### src/rtl/io_ring_pkg.sv
// IO-ring power sequencer shared types and defaults.
// Optional drop counter is enabled by defining IO_SEQ_STATUS_EN.
package io_ring_pkg;

    typedef enum logic [2:0] {
        ST_OFF,
        ST_DEBOUNCE,
        ST_RELEASE,
        ST_ON,
        ST_DRAIN
    } io_state_e;

    localparam int DEBOUNCE_CYC_DEF = 64;
    localparam int HOLD_CYC_DEF     = 16;

    function automatic int max_int(input int a, input int b);
        return (a > b) ? a : b;
    endfunction

endpackage

### src/rtl/io_sync2.sv
// Two-flop synchronizer with asynchronous active-high reset to 0.
// Used for the VDDIO power-good input.
module io_sync2 (
    input  logic clk,
    input  logic rst,
    input  logic d,
    output logic q
);

    logic meta;

    always_ff @(posedge clk or posedge rst) begin
        if (rst) begin
            meta <= 1'b0;
            q    <= 1'b0;
        end else begin
            meta <= d;
            q    <= meta;
        end
    end

endmodule

### src/rtl/io_ring_pwr_seq.sv
// IO pad-ring power sequencer: debounce, release, on, drain.
// Define IO_SEQ_STATUS_EN to add the DROP_CNT_O power-good drop counter.
module io_ring_pwr_seq
    import io_ring_pkg::*;
#(
    parameter int DEBOUNCE_CYC = DEBOUNCE_CYC_DEF,
    parameter int HOLD_CYC     = HOLD_CYC_DEF
) (
    input  logic       CLK,
    input  logic       RST,
    input  logic       PG_VDDIO_I,
    input  logic       EN_REQ_I,
    output logic       EN_ACK_O,
    output logic       RET_O,
    output logic       OE_O,
    output logic       FAULT_O
`ifdef IO_SEQ_STATUS_EN
    ,
    output logic [7:0] DROP_CNT_O
`endif
);

    localparam int CNT_W = $clog2(max_int(DEBOUNCE_CYC, HOLD_CYC) + 1);
    localparam logic [CNT_W-1:0] DEB_LAST  = CNT_W'(DEBOUNCE_CYC - 1);
    localparam logic [CNT_W-1:0] HOLD_LAST = CNT_W'(HOLD_CYC - 1);
    localparam logic [CNT_W-1:0] CNT_ONE   = CNT_W'(1);

    logic             pg_s;
    io_state_e        state;
    logic [CNT_W-1:0] cnt;

    io_sync2 u_sync (
        .clk (CLK),
        .rst (RST),
        .d   (PG_VDDIO_I),
        .q   (pg_s)
    );

    // Pad controls are registered from the current state, so they
    // follow a state change by one cycle; reset still isolates at once.
    always_ff @(posedge CLK or posedge RST) begin
        if (RST) begin
            state    <= ST_OFF;
            cnt      <= '0;
            RET_O    <= 1'b1;
            OE_O     <= 1'b0;
            EN_ACK_O <= 1'b0;
            FAULT_O  <= 1'b0;
        end else begin
            RET_O    <= (state == ST_OFF) || (state == ST_DEBOUNCE);
            OE_O     <= (state == ST_ON);
            EN_ACK_O <= (state == ST_ON);
            unique case (state)
                ST_OFF: begin
                    if (FAULT_O) begin
                        if (!EN_REQ_I)
                            FAULT_O <= 1'b0;
                    end else if (pg_s && EN_REQ_I) begin
                        state <= ST_DEBOUNCE;
                        cnt   <= '0;
                    end
                end
                ST_DEBOUNCE: begin
                    if (!pg_s || !EN_REQ_I) begin
                        state <= ST_OFF;
                        cnt   <= '0;
                    end else if (cnt == DEB_LAST) begin
                        state <= ST_RELEASE;
                        cnt   <= '0;
                    end else begin
                        cnt <= cnt + CNT_ONE;
                    end
                end
                ST_RELEASE: begin
                    if (!pg_s) begin
                        state <= ST_OFF;
                        cnt   <= '0;
                    end else if (!EN_REQ_I) begin
                        state <= ST_DRAIN;
                        cnt   <= '0;
                    end else if (cnt == HOLD_LAST) begin
                        state <= ST_ON;
                        cnt   <= '0;
                    end else begin
                        cnt <= cnt + CNT_ONE;
                    end
                end
                ST_ON: begin
                    if (!pg_s) begin
                        state   <= ST_OFF;
                        cnt     <= '0;
                        FAULT_O <= 1'b1;
                    end else if (!EN_REQ_I) begin
                        state <= ST_DRAIN;
                        cnt   <= '0;
                    end
                end
                ST_DRAIN: begin
                    // Late requests are ignored until the drain completes.
                    if (!pg_s || (cnt == HOLD_LAST)) begin
                        state <= ST_OFF;
                        cnt   <= '0;
                    end else begin
                        cnt <= cnt + CNT_ONE;
                    end
                end
                default: begin
                    state <= ST_OFF;
                    cnt   <= '0;
                end
            endcase
        end
    end

`ifdef IO_SEQ_STATUS_EN
    logic pg_q;

    always_ff @(posedge CLK or posedge RST) begin
        if (RST) begin
            pg_q       <= 1'b0;
            DROP_CNT_O <= 8'd0;
        end else begin
            pg_q <= pg_s;
            if (pg_q && !pg_s && (DROP_CNT_O != 8'hff))
                DROP_CNT_O <= DROP_CNT_O + 8'd1;
        end
    end
`endif

endmodule

### config.mk
export PLATFORM = sky130hd
export DESIGN_NAME = io_ring_pwr_seq
export DESIGN_NICKNAME = d
export VERILOG_FILES = /design/src/rtl/io_ring_pkg.sv /design/src/rtl/io_sync2.sv /design/src/rtl/io_ring_pwr_seq.sv
export SDC_FILE = /design/constraint.sdc
export NUM_CORES = 1
export LEC_CHECK = 0
export CORE_MARGIN = 3
export CORE_UTILIZATION = 45
export CTS_CLUSTER_SIZE = 8
export DETAILED_ROUTE_END_ITERATION = 12
export PLACE_DENSITY = 0.62
export SLEW_MARGIN = 20
export SYNTH_ARGS = -nofsm -noshare
export SYNTH_HDL_FRONTEND = slang
export SYNTH_SLANG_ARGS = --single-unit
### constraint.sdc
create_clock -name CLK -period 4.63 [get_ports CLK]
set_input_delay 1.1575 -clock CLK [delete_from_list [all_inputs] [get_ports CLK]]
set_output_delay 1.1575 -clock CLK [all_outputs]
set_load 0.01 [all_outputs]
==> results.json <==
{
  "finalSetupTns_ns": 0,
  "antenna_found_initial": 0,
  "holdPathEnd": "u_sync.q",
  "critPathTopFamily": "simple AND/OR/NAND/NOR gates",
  "r2r_cells": 5,
  "cts_buffer_depth": 2,
  "drv_cap": 0,
  "worstSkewPairLatency_ns": 0.28,
  "rows": 15,
  "grt_pass1_vias": 605,
  "synth_top_cell_by_area": "dfrtp_1",
  "finalMaxSlewViolations": 0,
  "post-dp-hpwl_um": 1157,
  "drt-total-wl_um": 1657,
  "rsz0062_at_grt": "no",
  "gp_congestion": 0.8440,
  "cp_slowest_cell": "clkdlybuf4s50_1",
  "fill_cells": 164,
  "max-slew-margin-rel_pct": 63.06,
  "slowest_delay_ns": 0.56,
  "worstPathArrival_ns": 2.87,
  "worstSetupPathType": "input pin to flop",
  "setup_viol": 0,
  "synth_edf_count": 0,
  "cts.sinks": 15,
  "crit_chain": "clkdlybuf4s50_1 -> nand2_1 -> nor3_1 -> or2_1 -> nand2_2 -> a22o_2",
  "yosysSeqAreaShare_pct": 42.94,
  "num_vias": 671,
  "netlist.area_leader.share_pct": 39.94,
  "rrSetupSlack_ns": 2.80,
  "die_width_um": 50.15,
  "cts_tree": "done",
  "final_cells": 121,
  "grt_overflow": 0,
  "holdWs_ns": 0.3579,
  "die_h_um": 50.15,
  "crit_path_start_kind": "input pin",
  "ir_worst_vdd_mv": 0.2482,
  "hp-start": "u_sync.meta",
  "cp.required_ns": 4.81,
  "syn_area_um2": 877.1,
  "synth_cell_types": 41,
  "post_cts_buffers": 0,
  "worstReg2RegEnd": "state[0]",
  "path_clk_slew_ns": 0.08,
  "root_buffer": "clkbuf_4",
  "grt_max_degree": 16,
  "synthTopCellsByArea": "dfrtp_1, buf_6, o21ai_0, o32ai_4, dfstp_2",
  "power_density_nw_per_um2": 406.3,
  "power_uw": 389.4,
  "cts-resized-gates": 0,
  "p_leak_nw": 0.3880,
  "grt_pass1_wl_um": 2739,
  "htreeDepth": 1,
  "syn_nets": 95,
  "nets": 102,
  "design_area_um2": 958.4,
  "syn_to_final_growth_pct": 9.272,
  "viasPerCell": 5.545,
  "grt_use_total_pct": 14.40,
  "io_buffers": 7,
  "crit_path_max_fanout": 7,
  "yosys_warnings": 0,
  "final_util_pct": 53.75,
  "skew_ns": 0.005795,
  "fin_crit_sh_pct": 58.21,
  "start_util_pct": 49.19,
  "async_flop_share_pct": 100.0,
  "period_minus_slack_ns": 2.695,
  "place_ws_ns": 1.673,
  "synth.avg_cell_area_um2": 9.745,
  "hp-class": "flop to flop",
  "hold_depth": 0,
  "cts_buffers": 3,
  "fmax_mhz": 371.0,
  "end_kind": "flop",
  "first_pass_iters": 4,
  "pin_count": 8,
  "hold_viol_final": 0,
  "wire_per_inst_um": 13.69,
  "core_um2": 1783,
  "drive_gt1_share_pct": 14.58,
  "ant_nets": 0,
  "cts_hold_buf": 0,
  "drc": 0,
  "synth_ff_type": "dfrtp_1",
  "dp_cells": 117,
  "tightest_slew_ns": 0.5534,
  "dieArea_um2": 2515,
  "crit_buf_inv": 1,
  "drtIter0Drc": 9,
  "postSynthRegisterBits": 15,
  "dpl_cell_area_um2": 932.1,
  "synth_cells": 90,
  "r2r-start": "state[2]",
  "status": "completed",
  "n_antenna_cell": 0,
  "fin_ws_ns": 1.935
}
-- flip-flops by register name (all words and copies together) (netlist names) --
register     count
state            3
OE_O             1
u_sync.q         1
cnt              7
RET_O            1
u_sync.meta      1
FAULT_O          1
-- cell usage after synthesis (2+ instances only) --
library cell,instances
dfrtp_1,14
nor3_1,3
a31oi_1,4
a21oi_1,5
nor2_1,7
nand2_1,7
o21ai_0,6
nand3_1,5
nand2b_1,2
buf_6,3
inv_1,4
-- power breakdown --
part	switching [mW]	internal [mW]	leakage, nW
logic	0.0736	0.0650	0.174
registers	0.0260	0.149	0.199
clock network	0.0422	0.0335	0.0150
total	0.142	0.248	0.388
-- cell type report --
class | count | area (um2) | share of cell area (%)
Clock buffer | 4 | 26.28 | 2.742
Tap cell | 25 | 31.28 | 3.264
Inverter | 4 | 15.01 | 1.567
Multi-Input combinational cell | 66 | 439.2 | 45.82
Sequential cell | 15 | 376.6 | 39.30
Timing Repair Buffer | 7 | 70.07 | 7.311
-- cells by family (layout without fill, tap and decap cells) --
group / Yosys count / in the layout / share of synthesized area, %
buf+inv: 9 / 15 / 6.989
compound gates: 29 / 29 / 25.68
fa+ha+maj: 1 / 1 / 1.426
simple gates: 36 / 36 / 22.97
flops: 15 / 15 / 42.94
-- cell usage in the layout, fill, tap and decap left out, types with 2 or more instances in the layout --
| cell type | Yosys | routed |
|---|---|---|
| a21oi_1 | 5 | 5 |
| a31oi_1 | 4 | 4 |
| clkbuf_4 | 0 | 3 |
| clkdlybuf4s50_1 | 0 | 7 |
| dfrtp_1 | 14 | 14 |
| inv_1 | 4 | 4 |
| nand2_1 | 7 | 7 |
| nand2b_1 | 2 | 2 |
| nand3_1 | 5 | 5 |
| nor2_1 | 7 | 7 |
| nor3_1 | 3 | 3 |
| o21ai_0 | 6 | 6 |
-- per-layer routing --
layer	vias to the layer above	share of wire, %	GRT usage, %
met4	0	1.3	6.912
met2	8	44	20.87
met1	318	53	19.92
met5	-	0	0
li1	341	-	-
met3	4	2.3	3.561
-- worst max path at each step --
| stage | start | end | slack, ns | cells past startpoint |
|---|---|---|---|---|
| after floorplan | EN_REQ_I | state[0] | 2.41 | 5 |
| after global placement | EN_REQ_I | state[0] | 1.75 | 6 |
| after detailed placement | EN_REQ_I | state[0] | 1.67 | 6 |
| after CTS | EN_REQ_I | state[0] | 1.96 | 6 |
| after global routing | EN_REQ_I | state[0] | 1.86 | 6 |
| final | EN_REQ_I | state[0] | 1.93 | 6 |
Power figures use the tool's default switching activity.
